## config.mk

```make
export PLATFORM = sky130hd
export DESIGN_NAME = cdb_arbiter
export DESIGN_NICKNAME = d
export VERILOG_FILES = /design/src/rtl/cdb_arbiter_pkg.sv /design/src/rtl/cdb_fifo.sv /design/src/rtl/cdb_arbiter.sv
export SDC_FILE = /design/constraint.sdc
export NUM_CORES = 1
export LEC_CHECK = 0
export ABC_CLOCK_PERIOD_IN_PS = 2800
export BUFFER_PORTS_ARGS = -buffer_cell sky130_fd_sc_hd__clkbuf_2
export CORE_MARGIN = 2
export CORE_UTILIZATION = 47
export DETAILED_ROUTE_END_ITERATION = 6
export HOLD_SLACK_MARGIN = 0.03
export PLACE_DENSITY = 0.71
export SYNTH_ARGS = -nofsm -noshare
export SYNTH_HDL_FRONTEND = slang
export SYNTH_SLANG_ARGS = --single-unit
```

## constraint.sdc

```tcl
create_clock -name clk_in -period 2.8 [get_ports clk_in]
set_input_delay 0.14 -clock clk_in [delete_from_list [all_inputs] [get_ports clk_in]]
set_output_delay 0.14 -clock clk_in [all_outputs]
set_load 0.03 [all_outputs]
```

## src/rtl/cdb_arbiter_pkg.sv

```systemverilog
// Shared types and constants for the common-data-bus arbiter and its source FIFOs.
// Packet layouts here fix the bit order of the FIFO payloads.
package cdb_arbiter_pkg;

    localparam int DATA_W  = 32;
    localparam int ENTRY_W = 5;

    typedef enum logic {
        SRC_ALU = 1'b0,
        SRC_LSB = 1'b1
    } cdb_src_e;

    localparam logic CDB_SRC_ALU = 1'b0;
    localparam logic CDB_SRC_LSB = 1'b1;

    typedef struct packed {
        logic [DATA_W-1:0]  result;
        logic [DATA_W-1:0]  pc;
        logic [ENTRY_W-1:0] entry;
    } alu_pkt_t;

    typedef struct packed {
        logic [DATA_W-1:0]  result;
        logic [ENTRY_W-1:0] entry;
    } lsb_pkt_t;

    localparam int ALU_PKT_W = $bits(alu_pkt_t);
    localparam int LSB_PKT_W = $bits(lsb_pkt_t);

endpackage

```

## src/rtl/cdb_fifo.sv

```systemverilog
// Per-source result FIFO: circular buffer with registered occupancy count.
// Push into a full FIFO and pop from an empty one are ignored here as a safety net.
module cdb_fifo #(
    parameter int WIDTH = 37,
    parameter int DEPTH = 4,
    parameter int PTR_W = 2
) (
    input  logic             clk,
    input  logic             rst,
    input  logic             push,
    input  logic             pop,
    input  logic             flush,
    input  logic [WIDTH-1:0] wdata,
    output logic [WIDTH-1:0] head,
    output logic             full,
    output logic             empty
);

    localparam logic [PTR_W:0] FULL_CNT = (PTR_W+1)'(DEPTH);

    logic [WIDTH-1:0] mem_r [DEPTH];
    logic [PTR_W-1:0] wr_ptr_r;
    logic [PTR_W-1:0] rd_ptr_r;
    logic [PTR_W:0]   count_r;
    logic             push_s;
    logic             pop_s;

    assign full   = (count_r == FULL_CNT);
    assign empty  = (count_r == {(PTR_W+1){1'b0}});
    assign head   = mem_r[rd_ptr_r];
    assign push_s = push && !full && !flush;
    assign pop_s  = pop && !empty && !flush;

    // Pointer and occupancy bookkeeping; flush returns to the empty state.
    always_ff @(posedge clk or posedge rst) begin
        if (rst) begin
            wr_ptr_r <= {PTR_W{1'b0}};
            rd_ptr_r <= {PTR_W{1'b0}};
            count_r  <= {(PTR_W+1){1'b0}};
        end else if (flush) begin
            wr_ptr_r <= {PTR_W{1'b0}};
            rd_ptr_r <= {PTR_W{1'b0}};
            count_r  <= {(PTR_W+1){1'b0}};
        end else begin
            if (push_s) begin
                wr_ptr_r <= wr_ptr_r + PTR_W'(1'b1);
            end
            if (pop_s) begin
                rd_ptr_r <= rd_ptr_r + PTR_W'(1'b1);
            end
            case ({push_s, pop_s})
                2'b10:   count_r <= count_r + (PTR_W+1)'(1'b1);
                2'b01:   count_r <= count_r - (PTR_W+1)'(1'b1);
                default: count_r <= count_r;
            endcase
        end
    end

    // Payload storage; contents are only meaningful between wr_ptr and rd_ptr.
    always_ff @(posedge clk) begin
        if (push_s) begin
            mem_r[wr_ptr_r] <= wdata;
        end
    end

endmodule

```

## src/rtl/cdb_arbiter.sv

```systemverilog
// Round-robin arbiter between the ALU and load/store result FIFOs, driving the
// registered common data bus that feeds ROB, RS and LSB wakeup.
import cdb_arbiter_pkg::*;

module cdb_arbiter #(
    parameter int FIFO_DEPTH = 4,
    parameter int PTR_W      = 2
) (
    input  logic                clk_in,
    input  logic                rst_in,
    input  logic                rdy_in,
    input  logic                roll_back,
    input  logic                alu_valid,
    input  logic [DATA_W-1:0]   alu_result,
    input  logic [DATA_W-1:0]   alu_pc,
    input  logic [ENTRY_W-1:0]  alu_entry,
    output logic                alu_full,
    input  logic                lsb_valid,
    input  logic [DATA_W-1:0]   lsb_result,
    input  logic [ENTRY_W-1:0]  lsb_entry,
    output logic                lsb_full,
    output logic                cdb_valid,
    output logic [DATA_W-1:0]   cdb_result,
    output logic [DATA_W-1:0]   cdb_pc,
    output logic [ENTRY_W-1:0]  cdb_entry,
    output logic                cdb_src,
    output logic                overflow
);

    logic     active_s;
    logic     flush_s;
    logic     alu_push_s;
    logic     lsb_push_s;
    logic     alu_pop_s;
    logic     lsb_pop_s;
    logic     alu_empty_s;
    logic     lsb_empty_s;
    alu_pkt_t alu_wdata_s;
    lsb_pkt_t lsb_wdata_s;
    alu_pkt_t alu_head_s;
    lsb_pkt_t lsb_head_s;
    logic     grant_valid_s;
    cdb_src_e grant_src_s;
    cdb_src_e last_grant_r;

    assign active_s    = rdy_in && !roll_back;
    assign flush_s     = rdy_in && roll_back;
    // Full flags come from the registered count, so a same-cycle pop never frees a slot.
    assign alu_push_s  = active_s && alu_valid && !alu_full;
    assign lsb_push_s  = active_s && lsb_valid && !lsb_full;
    assign alu_pop_s   = active_s && grant_valid_s && (grant_src_s == SRC_ALU);
    assign lsb_pop_s   = active_s && grant_valid_s && (grant_src_s == SRC_LSB);
    assign alu_wdata_s = '{result: alu_result, pc: alu_pc, entry: alu_entry};
    assign lsb_wdata_s = '{result: lsb_result, entry: lsb_entry};

    cdb_fifo #(
        .WIDTH (ALU_PKT_W),
        .DEPTH (FIFO_DEPTH),
        .PTR_W (PTR_W)
    ) u_alu_fifo (
        .clk   (clk_in),
        .rst   (rst_in),
        .push  (alu_push_s),
        .pop   (alu_pop_s),
        .flush (flush_s),
        .wdata (alu_wdata_s),
        .head  (alu_head_s),
        .full  (alu_full),
        .empty (alu_empty_s)
    );

    cdb_fifo #(
        .WIDTH (LSB_PKT_W),
        .DEPTH (FIFO_DEPTH),
        .PTR_W (PTR_W)
    ) u_lsb_fifo (
        .clk   (clk_in),
        .rst   (rst_in),
        .push  (lsb_push_s),
        .pop   (lsb_pop_s),
        .flush (flush_s),
        .wdata (lsb_wdata_s),
        .head  (lsb_head_s),
        .full  (lsb_full),
        .empty (lsb_empty_s)
    );

    // Grant selection: alternate when both sources wait, otherwise serve whoever has data.
    always_comb begin
        grant_valid_s = 1'b0;
        grant_src_s   = SRC_ALU;
        if (!alu_empty_s && !lsb_empty_s) begin
            grant_valid_s = 1'b1;
            grant_src_s   = (last_grant_r == SRC_ALU) ? SRC_LSB : SRC_ALU;
        end else if (!alu_empty_s) begin
            grant_valid_s = 1'b1;
            grant_src_s   = SRC_ALU;
        end else if (!lsb_empty_s) begin
            grant_valid_s = 1'b1;
            grant_src_s   = SRC_LSB;
        end else begin
            grant_valid_s = 1'b0;
            grant_src_s   = SRC_ALU;
        end
    end

    // Broadcast registers and round-robin history; everything holds while rdy_in is low.
    always_ff @(posedge clk_in or posedge rst_in) begin
        if (rst_in) begin
            cdb_valid    <= 1'b0;
            cdb_result   <= {DATA_W{1'b0}};
            cdb_pc       <= {DATA_W{1'b0}};
            cdb_entry    <= {ENTRY_W{1'b0}};
            cdb_src      <= CDB_SRC_ALU;
            last_grant_r <= SRC_LSB;
        end else if (rdy_in) begin
            if (roll_back) begin
                cdb_valid    <= 1'b0;
                last_grant_r <= SRC_LSB;
            end else if (grant_valid_s) begin
                cdb_valid    <= 1'b1;
                last_grant_r <= grant_src_s;
                case (grant_src_s)
                    SRC_ALU: begin
                        cdb_result <= alu_head_s.result;
                        cdb_pc     <= alu_head_s.pc;
                        cdb_entry  <= alu_head_s.entry;
                        cdb_src    <= CDB_SRC_ALU;
                    end
                    SRC_LSB: begin
                        cdb_result <= lsb_head_s.result;
                        cdb_pc     <= {DATA_W{1'b0}};
                        cdb_entry  <= lsb_head_s.entry;
                        cdb_src    <= CDB_SRC_LSB;
                    end
                    default: begin
                        cdb_valid <= 1'b0;
                    end
                endcase
            end else begin
                cdb_valid <= 1'b0;
            end
        end
    end

    // Sticky flag for any push that hit a full FIFO; survives roll_back.
    always_ff @(posedge clk_in or posedge rst_in) begin
        if (rst_in) begin
            overflow <= 1'b0;
        end else if (active_s && ((alu_valid && alu_full) || (lsb_valid && lsb_full))) begin
            overflow <= 1'b1;
        end
    end

endmodule
```

# == Word-level counts from Yosys, hierarchy flattened ==
# Memories as Yosys holds them, arrays and structs flattened.
# Cells that the tools add are included.
# op_classes
addsub,8
n_mul,0
n_div,0
order_cmp,0
eq_ne,6
shifts,0
n_mux,30
n_bitwise,2
n_reduce_logical,39
# ops
cell,n
$pmux 32 s2,2
$logic_and 1x1->1,21
$mux 2,8
$mux 1,14
$pmux 3 s2,2
$pmux 5 s2,1
$reduce_bool 2->1,5
$add 2x1->2 const B,4
$add 3x1->3 const B,2
$eq 3x3->1 const B,2
$logic_not 1->1,6
$logic_not 3->1,2
$mux 3,2
$reduce_bool 3->1,2
$sub 3x1->3 const B,2
$eq 2x1->1 const B,2
$eq 2x2->1 const B,2
$reduce_and 3->1,1
$not 1->1,2
$pmux 1 s2,1
$reduce_and 2->1,1
$logic_or 1x1->1,1
# totals
regBits,87
latchBits,0
mem_bits_rw,424
romBits,0
input_bits,112
output_inout_bits,74
wordCells,100
memories,2
# mem_list
memory,words,word_bits,rd,rd_ports_with_merged_regs,wr,line_no,rtl
u_alu_fifo.mem_r,4,69,1,0,1,cdb_fifo.sv:21,logic [WIDTH-1:0] mem_r [DEPTH];
u_lsb_fifo.mem_r,4,37,1,0,1,cdb_fifo.sv:21,

# == Logic depth before layout (Yosys ltp) ==
# Gate-level depths: netlist (run 1).
# depth
ltp_word,11
ltp_mapped,10
ltp_nobuf,7

# == By module ==
# From an unflattened synthesis (run 1), not the netlist that was laid out.
# unflattened
cells_unflattened,910
area_unflattened_um2,19550.0
# modules_own_cells
module,instances,cells_per_inst,area_per_inst_um2,seq_area_each_um2
cdb_fifo (u_alu_fifo),1,428,10561.4,8463.1
cdb_fifo (u_lsb_fifo),1,260,5911.9,4619.4
cdb_arbiter,1,222,3076.7,1828.0

# == Worst setup path before layout (run 1) ==
# OpenSTA, ideal clock, no wires.
# synth_path
path_type,register -> register
startpoint,register u_alu_fifo.count_r[2]
endpoint,memory u_alu_fifo.mem_r[0][0] in the netlist's numbering (enable)
setup_ns,0.435
arrival_time_ns,2.367
required_ns,2.365
path_slack_ns,-0.002
stages_incl_launch_ff,4
n_path_buf,1
period_less_slack_ns,2.802
cell_sequence,dfrtp_1 -> or3b_1 -> buf_2 -> and3_1
# synth_between
elab_chain_len,7
# synth_rtl
element,line_no,rtl
from (decl),cdb_fifo.sv:24,logic [PTR_W:0] count_r;
from (signal assigned),cdb_fifo.sv:39,count_r <= {(PTR_W+1){1'b0}};
from (signal assigned),cdb_fifo.sv:43,count_r <= {(PTR_W+1){1'b0}};
from (signal assigned),cdb_fifo.sv:52,2'b10: count_r <= count_r + (PTR_W+1)'(1'b1);
$eq 3x3->1 *,cdb_fifo.sv:28,assign full = (count_r == FULL_CNT);
$logic_not 1->1 *,"cdb_fifo.sv:31, cdb_arbiter.sv:49",
$logic_and 1x1->1,cdb_arbiter.sv:49,assign alu_push_s = active_s && alu_valid && !alu_full;
$logic_and 1x1->1 * (2 in a row),cdb_fifo.sv:31,assign push_s = push && !full && !flush;
$mux 1 *,cdb_fifo.sv:61,if (push_s) begin
$mux 1 (implied by the code) *,cdb_fifo.sv:62,mem_r[wr_ptr_r] <= wdata;
to (decl),cdb_fifo.sv:21,
# Mark *: on every way between the ends. The rest lies on a longest branch, timed or not.

# == Final worst setup path (run 1) ==
# layout_path
startpoint,register u_alu_fifo.count_r[0]
endpoint,register u_alu_fifo.count_r[2]
# layout_between
elab_chain_len,11
elab_cells_between_ends,24
classes_between,add/sub (2); eq/ne (3); mux (6); bitwise (1); reduce/logical (12)
# layout_rtl
element,line_no,rtl
$logic_not 3->1,cdb_fifo.sv:29,assign empty = (count_r == {(PTR_W+1){1'b0}});
$logic_not 1->1,"cdb_fifo.sv:32, cdb_arbiter.sv:92",
$logic_and 1x1->1,cdb_arbiter.sv:92,if (!alu_empty_s && !lsb_empty_s) begin
$mux 1,cdb_arbiter.sv:92,
$logic_and 1x1->1 / $not 1->1 (equally long branches),cdb_arbiter.sv:51,assign alu_pop_s = active_s && grant_valid_s && (grant_src_s == SRC_ALU);
$logic_and 1x1->1,cdb_arbiter.sv:51,
$logic_and 1x1->1 (2 in a row),cdb_fifo.sv:32,assign pop_s = pop && !empty && !flush;
$eq 2x1->1 / $eq 2x2->1 (equally long branches),cdb_fifo.sv:51,"case ({push_s, pop_s})"
$pmux 3 s2,cdb_fifo.sv:51,
$mux 3,cdb_fifo.sv:40,end else if (flush) begin
# Parallel ways exist; a longest one is shown, timed or not.
# A chain may end at the register's enable or synchronous reset.

==> impl_metrics.toml, run 1 <==
[outcome]
outcome = "finished clean"

[global_routing]
use_met3_pct = 3.485
grt_pass1_wl_um = 62220
grtUsageMet2_pct = 34.36
grt.busiest_layer = "met2"
grt_max_degree = 75
grtUsageTotal_pct = 19.91
antenna_found_initial = 4
grt_pass1_vias = 10370
gr-usage-met1_pct = 26.66
gr-total-overflow = 0

[logic_synthesis]
synth_cells = 901
ys_ff_latch = 511
synthDistinctLibCells = 41
synth_fp_nets = 1023
async_flop_share_pct = 17.03
synth_flop_cell = "edfxtp_1"
synthTopCellsByArea = "edfxtp_1 (66%), mux4_2 (12%), dfrtp_1 (11%)"
syn_avg_cell_area_um2 = 21.26
syn_area_mm2 = 0.01915
synth_edf_count = 424
yosys.area.top_type = "edfxtp_1"
synth_warnings = 0
ys_seq_area_share_pct = 77.85
synth.top_cell.area_share_pct = 66.48

[critical_path]
crit_type = "flip-flop to flip-flop"
cp-start-kind = "flip-flop"
path_max_fanout = 7
r2r_end = "u_alu_fifo.count_r[2]$_DFFE_PP0P_"
rr_worst_depth = 7
worstPathArrival_ps = 2630
r2r-start = "u_alu_fifo.count_r[0]$_DFFE_PP0P_"
setup.worst_path.end_class = "flip-flop"
critPathLaunch = "u_alu_fifo.count_r[0]$_DFFE_PP0P_"
regToRegSetupSlack_ps = 640
cp.required_ps = 3270

[timing]
slew_headroom_pct = 45.65
tns_ps = 0
clock.fmax_mhz = 463.0
hold_viol_final = 0
timing.final.crit_share_pct = 77.13
maxSlewViolCount = 0
fin_skew_ps = 17.60
rsz0062_at_grt = "false"
post-route-worst-setup-slack_ps = 640.4
setup_viol_count_final = 0
worst_pin_slew_ps = 815.3
fin_crit_ps = 2160

[run]
max_cap_viol_count = 0

[detailed_routing]
viasPerCell = 5.490
drtIter0Drc = 833
drc_errors = 0
antenna_left = 0
drt-total-wl_um = 41770
via_count = 9866
routedWlPerCell_um = 23.24
firstDrtPassIters = 5

[cells_and_area]
layout-drive-gt1-share_pct = 34.02
area_growth_pct = 24.32
finalNonFillerCells = 1797
fillers = 2852
finalNetCount = 1348

[floorplan]
initial_core_util_pct = 47.88
die_area_mm2 = 0.04238
dieWidth_um = 205.9
core_mm2 = 0.04001
ios = 186
num_rows = 73
die_h_um = 205.9

[clocking]
htree_levels = 2
cts_root_buffer = "clkbuf_16"
cts_tree = "done"
post_cts_buffers = 0
clkLatencyLatePin_ps = 560
clk_path_buf_depth = 3
cts_buffers = 50
path_clk_slew_ps = 70
cts_num_sinks = 511

[worst_hold_path]
hold_end = "u_lsb_fifo.count_r[2]$_DFFE_PP0P_"
hold_depth = 4
hold_path_class = "input pin to flip-flop"
min_from = "lsb_valid"

[placed_design]
placed_cells = 1588
gp_congestion = 0.6973
dp_hpwl_um = 24820
io_buffers = 185
place_ws_ps = 631.4

[pwr]
p_leak_uw = 0.008583
p_per_area_mw_per_mm2 = 917.3
peakVddDrop_mv = 0.7226
[power breakdown]
group | switching (uW) | total (uW) | internal [uW]
Combinational | 2770 | 4880 | 2120
Clock | 2840 | 7240 | 4400
Sequential | 700 | 9720 | 9020
Total | 6300 | 21800 | 15500
[what timing repair did]
item,CTS,global route
hold endpoints to repair,474,0
resized for setup,0,0
hold buffers,111,0
[per-stage QoR]
step                util, %  instance area (um2)  hold WS (ps)  total power [uW]
floorplan                 -                19160         236.4             13100
CTS                   59.49                23800         101.2             22060
detailed placement    52.22                20890         351.4             14710
global route          59.51                23810         137.2             22740
global placement      52.22                20890         352.4             14590
finish                59.52                23810         119.2             21840
[logic make-up (layout without fill, tap and decap cells)]
logic type | Yosys count | after routing | synth area share [%]
and+or+nand+nor | 114 | 114 | 2.665
muxes | 117 | 117 | 13.04
DFF | 511 | 511 | 77.85
other | 0 | 5 | 0
AOI/OAI and AO/OA | 85 | 85 | 3.841
adders and majority gates | 10 | 10 | 0.7317
xor gates and xnor gates | 4 | 4 | 0.2809
buffers and inverters | 60 | 426 | 1.594
[worst max-delay path, stage by stage (launching register included)]
cell and delay, ps:
dfrtp_1 460, or3_4 430, o211a_4 160, nor2b_1 140, fa_1 380, and3_1 150
mux2i_1 160, mux2i_1 210
[how the worst max path moves through the flow]
stage	depth (start not counted)	slack (ps)	end
detailed placement	7	630	u_alu_fifo.count_r[2]$_DFFE_PP0P_
floorplan	1	410	cdb_entry[0]$_DFFE_PP0N_
global placement	7	660	u_alu_fifo.count_r[2]$_DFFE_PP0P_
global route	7	520	u_alu_fifo.count_r[2]$_DFFE_PP0P_
finish	7	640	u_alu_fifo.count_r[2]$_DFFE_PP0P_
CTS	7	620	u_alu_fifo.count_r[2]$_DFFE_PP0P_
[layout by cell type, fill, tap and decap left out, drive strengths merged, types with 4 or more instances in the layout]
master | Yosys | routed
ha | 8 | 8
a21oi | 4 | 4
a22o | 32 | 32
buf | 35 | 26
mux2i | 11 | 11
and3 | 7 | 7
edfxtp | 424 | 424
mux4 | 106 | 106
clkinv | 0 | 18
and2 | 6 | 6
clkbuf | 14 | 246
a22oi | 37 | 37
dlygate4sd3 | 0 | 111
dfrtp | 86 | 86
nor2 | 4 | 4
nand2 | 85 | 85
inv | 11 | 13
diode | 0 | 5
bufinv | 0 | 10
[cells in the mapped netlist, drive strengths merged, types with 2 or more instances]
cell	n
nor2	4
and2	6
nor2b	2
or3b	2
fa	2
a22o	32
o21ai	3
edfxtp	424
dfrtp	86
buf	35
o31ai	2
nand2	85
ha	8
a22oi	37
a21oi	4
inv	11
clkbuf	14
a21o	2
o2111a	2
and3	7
xnor2	3
or3	2
mux4	106
mux2i	11
[final cells by class]
class | instances | area (um2) | area share, %
Clock inverter | 32 | 432.9 | 1.818
Clock buffer | 61 | 1364 | 5.728
Multi-Input combinational cell | 330 | 3971 | 16.68
Antenna cell | 5 | 12.51 | 0.05255
Inverter | 11 | 43.79 | 0.1839
Sequential cell | 511 | 14920 | 62.67
Timing Repair Buffer | 322 | 2407 | 10.11
Tap cell | 525 | 656.9 | 2.759
[state kept, by name, summed over array words and instances, names as in the netlist]
signal	cells
cdb_pc	32
cdb_result	32
u_alu_fifo.count_r	3
overflow	1
u_alu_fifo.mem_r	276
cdb_entry	5
u_lsb_fifo.wr_ptr_r	2
u_lsb_fifo.mem_r	148
cdb_src	1
u_alu_fifo.wr_ptr_r	2
u_lsb_fifo.count_r	3
last_grant_r	1
u_lsb_fifo.rd_ptr_r	2
u_alu_fifo.rd_ptr_r	2
cdb_valid	1
[per-layer routing]
metal	up-vias	routed length (um)
li1	4319	-
met1	5133	17050
met2	360	21300
met3	54	2652
met4	0	764
met5	-	0
No activity file was read; power rests on OpenSTA's default activity.
==> run 2, diff against run 1 <==
--- a/config.mk
+++ b/config.mk
@@ -5,13 +5,13 @@
 export SDC_FILE = /design/constraint.sdc
 export NUM_CORES = 1
 export LEC_CHECK = 0
-export ABC_CLOCK_PERIOD_IN_PS = 2800
+export ABC_CLOCK_PERIOD_IN_PS = 2000
 export BUFFER_PORTS_ARGS = -buffer_cell sky130_fd_sc_hd__clkbuf_2
 export CORE_MARGIN = 2
 export CORE_UTILIZATION = 47
 export DETAILED_ROUTE_END_ITERATION = 6
 export HOLD_SLACK_MARGIN = 0.03
-export PLACE_DENSITY = 0.71
+export PLACE_DENSITY = 0.69
 export SYNTH_ARGS = -nofsm -noshare
 export SYNTH_HDL_FRONTEND = slang
 export SYNTH_SLANG_ARGS = --single-unit
==> constraint.sdc (replaced) <==
create_clock -name clk_in -period 2 [get_ports clk_in]
set_input_delay 0.1 -clock clk_in [delete_from_list [all_inputs] [get_ports clk_in]]
set_output_delay 0.1 -clock clk_in [all_outputs]
set_load 0.03 [all_outputs]
==> impl_metrics.toml, run 2 (synthesized netlist as in run 1, its figures left out) <==
[timing]
timing.final.crit_share_pct = 99.37
hold_viol_final = 0
post-route-worst-setup-slack_ps = 12.63
clock.fmax_mhz = 503.2
slew_headroom_pct = 61.39
fin_crit_ps = 1987
rsz0062_at_grt = "true"
maxSlewViolCount = 0
tns_ps = 0
setup_viol_count_final = 0
fin_skew_ps = 16.41
worst_pin_slew_ps = 579.1

[placed_design]
place_ws_ps = -29.03
gp_congestion = 0.7333
placed_cells = 1610
io_buffers = 185
dp_hpwl_um = 24190

[outcome]
outcome = "finished clean"

[clocking]
cts_buffers = 51
cts_tree = "done"
cts_num_sinks = 511
cts_root_buffer = "clkbuf_16"
clkLatencyLatePin_ps = 570
path_clk_slew_ps = 60
clk_path_buf_depth = 3
htree_levels = 2

[critical_path]
r2r-start = "u_alu_fifo.count_r[1]$_DFFE_PP0P_"
r2r_end = "u_alu_fifo.count_r[2]$_DFFE_PP0P_"
crit_path_end = "u_alu_fifo.count_r[2]$_DFFE_PP0P_"
crit_type = "flip-flop to flip-flop"
rr_worst_depth = 7
critPathLaunch = "u_alu_fifo.count_r[1]$_DFFE_PP0P_"
worstPathArrival_ps = 2480
cp.required_ps = 2490
setup.worst_path.end_class = "flip-flop"
cp-start-kind = "flip-flop"
path_max_fanout = 3
regToRegSetupSlack_ps = 10

[floorplan]
die_h_um = 205.9
initial_core_util_pct = 47.88
num_rows = 73
ios = 186
core_mm2 = 0.04001
dieWidth_um = 205.9
die_area_mm2 = 0.04238

[cells_and_area]
largest_reg_flops = 276
area_growth_pct = 25.32
final_common_cell = "edfxtp_1"
finalNonFillerCells = 1818
layout-drive-gt1-share_pct = 34.96
final_util_pct = 60.00
top_regs = "u_alu_fifo.mem_r x276, u_lsb_fifo.mem_r x148"
top_register = "u_alu_fifo.mem_r"
mostFrequentLayoutCells = "edfxtp_1 (424), clkbuf_2 (184), dlygate4sd3_1 (111), mux4_2 (106), nand2_1 (85)"
fillers = 2868
finalNetCount = 1372

[global_routing]
grt_pass1_wl_um = 63310
gr-total-overflow = 0
grt_max_degree = 88
grt_pass1_vias = 10540
grtUsageTotal_pct = 20.34
antenna_found_initial = 3

[pwr]
p_per_area_mw_per_mm2 = 1252
p_leak_uw = 0.008651
peakVddDrop_mv = 0.6463
power_uw = 30060

[worst_hold_path]
hold_path_class = "input pin to asynchronous set/reset pin"

[run]
max_cap_viol_count = 0

[detailed_routing]
viasPerCell = 5.459
drt-total-wl_um = 41440
routedWlPerCell_um = 22.79
drtIter0Drc = 782
firstDrtPassIters = 5
via_count = 9925
antenna_left = 0
drc_errors = 0
==> run 2: cell types whose count changed in the layout (fill, tap and decap cells not counted), sizes merged, moves of 2 or more <==
cell    change
inv         -2
clkbuf     +13
diode       -2
bufinv      -6
buf        +24
clkinv      -5
==> run 2: worst max-delay path, cell delays in order, from the launching register on <==
cell,delay (ps)
dfrtp_1,380
or3_4,400
o211a_4,150
nor2b_4,120
fa_2,330
and3_4,150
mux2i_1,160
mux2i_1,220
==> run 2: stage by stage <==
| step | instance area [um2] | hold WS, ps |
|---|---|---|
| global placement | 21230 | 291.5 |
| floorplan | 19200 | 196.4 |
| global route | 24000 | 281.9 |
| detailed placement | 21230 | 302.0 |
| finish | 24000 | 247.0 |
| CTS | 23970 | 240.7 |
==> run 2: power breakdown <==
part,leakage (uW),internal (uW),switching [uW]
combinational,0.00294,3340,4160
sequential,0.00492,12600,759
clock,0.000787,5410,3770
==> run 2: how the worst min path moves through the flow <==
stage	endpoint	slack, ps
finish	cdb_result[21]$_DFFE_PP0N_	250
global placement	cdb_result[26]$_DFFE_PP0N_	290
floorplan	cdb_valid$_DFFE_PP0P_	200
detailed placement	cdb_result[21]$_DFFE_PP0N_	300
global route	u_lsb_fifo.mem_r[0][13]$_DFFE_PP_	280
CTS	cdb_result[26]$_DFFE_PP0N_	240
==> run 2: repair_timing <==
item / 4_1_cts / 5_1_grt
pin swaps: 1 / 1
buffers inserted: 0 / 1
setup endpoints to repair: 2 / 45
resized for setup: 7 / 6
hold buffers: 111 / 0
hold endpoints to repair: 513 / 0
cloned: 0 / 0
==> run 2: final cells by class <==
type | instances | area [um2] | share of cell area [%]
inverter | 11 | 47.55 | 0.1981
clock buffer | 75 | 1416 | 5.901
sequential | 511 | 14930 | 62.18
multi-input combinational | 330 | 3998 | 16.65
clock inverter | 18 | 191.4 | 0.7975
antenna | 3 | 7.507 | 0.03128
timing repair buffer | 345 | 2760 | 11.50
tap | 525 | 656.9 | 2.737
==> run 2: layer usage <==
metal / vias up / wire [um] / global-route usage [%]
met2: 320 / 20420 / 33.68
li1: 4369 / - / -
met4: 2 / 636 / 5.740
met1: 5182 / 17850 / 27.93
met3: 52 / 2511 / 3.784
met5: - / 11 / 0
==> run 3, diff against run 2 <==
--- a/config.mk
+++ b/config.mk
@@ -5,13 +5,15 @@
 export SDC_FILE = /design/constraint.sdc
 export NUM_CORES = 1
 export LEC_CHECK = 0
-export ABC_CLOCK_PERIOD_IN_PS = 2000
+export ABC_CLOCK_PERIOD_IN_PS = 2230
 export BUFFER_PORTS_ARGS = -buffer_cell sky130_fd_sc_hd__clkbuf_2
 export CORE_MARGIN = 2
 export CORE_UTILIZATION = 47
+export CTS_CLUSTER_SIZE = 10
 export DETAILED_ROUTE_END_ITERATION = 6
 export HOLD_SLACK_MARGIN = 0.03
 export PLACE_DENSITY = 0.69
+export SLEW_MARGIN = 0
 export SYNTH_ARGS = -nofsm -noshare
 export SYNTH_HDL_FRONTEND = slang
 export SYNTH_SLANG_ARGS = --single-unit
==> constraint.sdc (replaced) <==
create_clock -name clk_in -period 2.23 [get_ports clk_in]
set_input_delay 0.1115 -clock clk_in [delete_from_list [all_inputs] [get_ports clk_in]]
set_output_delay 0.1115 -clock clk_in [all_outputs]
set_load 0.03 [all_outputs]
==> impl_metrics.toml, run 3 (synthesized netlist as in run 1, its figures left out) <==
[pwr]
p_comb_share_pct = 24.4
p_per_area_mw_per_mm2 = 1121
p_leak_uw = 0.008597
seq_power_share_pct = 44.5
switching_share_pct = 29.44
clockPowerShare_pct = 31.1
peakVddDrop_mv = 0.8171
switching_power_uw = 7891
p_int_uw = 18920

[timing]
worst_pin_slew_ps = 679.8
rsz0062_at_grt = "false"
timing.final.crit_share_pct = 93.06
maxSlewViolCount = 0
setup_viol_count_final = 0
tns_ps = 0
fin_skew_ps = 14.86
clock.fmax_mhz = 481.9
fin_crit_ps = 2075
slew_headroom_pct = 54.59
hold_viol_final = 0

[detailed_routing]
drc_errors = 0
drtIter0Drc = 782
via_count = 9987
firstDrtPassIters = 5
viasPerCell = 5.478
drt-total-wl_um = 42070
antenna_left = 0
routedWlPerCell_um = 23.08

[critical_path]
critPathLaunch = "u_alu_fifo.count_r[0]$_DFFE_PP0P_"
cp-start-kind = "flip-flop"
worstPathArrival_ps = 2600
cp.required_ps = 2760
path_max_fanout = 7
setup.worst_path.end_class = "flip-flop"
r2r-start = "u_alu_fifo.count_r[0]$_DFFE_PP0P_"
crit_type = "flip-flop to flip-flop"

[floorplan]
ios = 186
die_area_mm2 = 0.04238
core_mm2 = 0.04001
initial_core_util_pct = 47.88
num_rows = 73
dieWidth_um = 205.9
die_h_um = 205.9

[cells_and_area]
regArea_mm2 = 0.01492
layout-drive-gt1-share_pct = 32.97
top_register = "u_alu_fifo.mem_r"
final_util_pct = 59.79
multi_input_area_mm2 = 0.003974
mostFrequentLayoutCells = "edfxtp_1 (424), clkbuf_2 (185), dlygate4sd3_1 (112), mux4_2 (106), nand2_1 (85)"
largest_reg_flops = 276
finalNetCount = 1370
top_regs = "u_alu_fifo.mem_r x276, u_lsb_fifo.mem_r x148"
fillers = 2904
area_growth_pct = 24.88
final_common_cell = "edfxtp_1"

[worst_hold_path]
hold_path_class = "input pin to asynchronous set/reset pin"

[global_routing]
grt_pass1_wl_um = 63710
gr-total-overflow = 0
antenna_found_initial = 4
grt_max_degree = 75
grtUsageTotal_pct = 20.44
grt_pass1_vias = 10510

[clocking]
cts_num_sinks = 511
htree_levels = 2
cts_root_buffer = "clkbuf_16"
path_clk_slew_ps = 60
cts_tree = "done"
post_cts_buffers = 0
cts_buffers = 57
clk_path_buf_depth = 3
clkLatencyLatePin_ps = 610

[placed_design]
gp_congestion = 0.7286
io_buffers = 185
dp_hpwl_um = 25610

[run]
max_cap_viol_count = 0

[outcome]
outcome = "finished clean"
-- run 3: changes by cell type in the layout (fill, tap and decap cells not counted), sizes merged --
cell         previous run  this run
buf                    50        40
clkinv                 13         2
bufinv                  4         0
inv                    11        13
dlygate4sd3           111       112
clkbuf                259       286
-- run 3: what timing repair did --
item,4_1_cts,5_1_grt
hold buffers,112,0
hold endpoints to repair,476,0
gates resized for setup,0,0
-- run 3: metal layers --
layer	vias up	routed length [um]	GRT usage (%)
li1	4373	-	-
met5	-	13	0.3571
met2	354	20680	33.44
met4	2	656	5.561
met3	54	3038	4.447
met1	5204	17680	28.05
-- run 3: worst max-delay path: stages (launching register included) --
cell and delay [ps]:
dfrtp_2 450, or3_4 420, o211a_4 160, nor2b_1 140, fa_2 330, and3_1 150
mux2i_1 150, mux2i_1 190
-- run 3: through the flow --
stage	instances	power (uW)	hold WS (ps)	setup WS (ps)	cell area (um2)
finish	1823	26810	157.5	154.8	23920
global route	1823	28010	201.6	44.54	23920
CTS	1820	27140	146.8	93.76	23910
detailed placement	1602	18580	237.2	155.2	21150
global placement	1602	18470	229.7	134.6	21150
floorplan	901	16460	207.9	-43.74	19180
-- run 3: worst paths after layout --
path                                                      to  slack [ps]  depth (start not counted)
max in group asynchronous           last_grant_r$_DFFE_PP1P_        1370                          4
max reg2reg                u_alu_fifo.count_r[2]$_DFFE_PP0P_         150                          7
min                                    cdb_pc[7]$_DFFE_PP0N_         160                          3
max                        u_alu_fifo.count_r[2]$_DFFE_PP0P_         150                          7
min in group clk_in        u_lsb_fifo.mem_r[0][13]$_DFFE_PP_         260                          2
min reg2reg                             overflow$_DFFE_PP0P_         460                          1
-- run 3: area by class of cell --
cell class              count  share of cell area [%]
diodes                      3                 0.03139
clock buffers             101                   6.654
clock inverters             5                  0.1988
inverters                  11                  0.1883
multi-input cells         330                   16.61
flip-flops and latches    511                   62.39
well taps                 525                   2.746
repair buffers            337                   11.17
-- run 3: power by group through the flow --
| stage | clock network [uW] | registers [uW] | logic [uW] |
|---|---|---|---|
| after floorplan | 0 | 13100 | 3390 |
| after global placement | 0 | 12100 | 6390 |
| after detailed placement | 0 | 12100 | 6470 |
| after CTS | 8540 | 11900 | 6670 |
| after global routing | 8930 | 12000 | 7050 |
| final | 8340 | 11900 | 6540 |
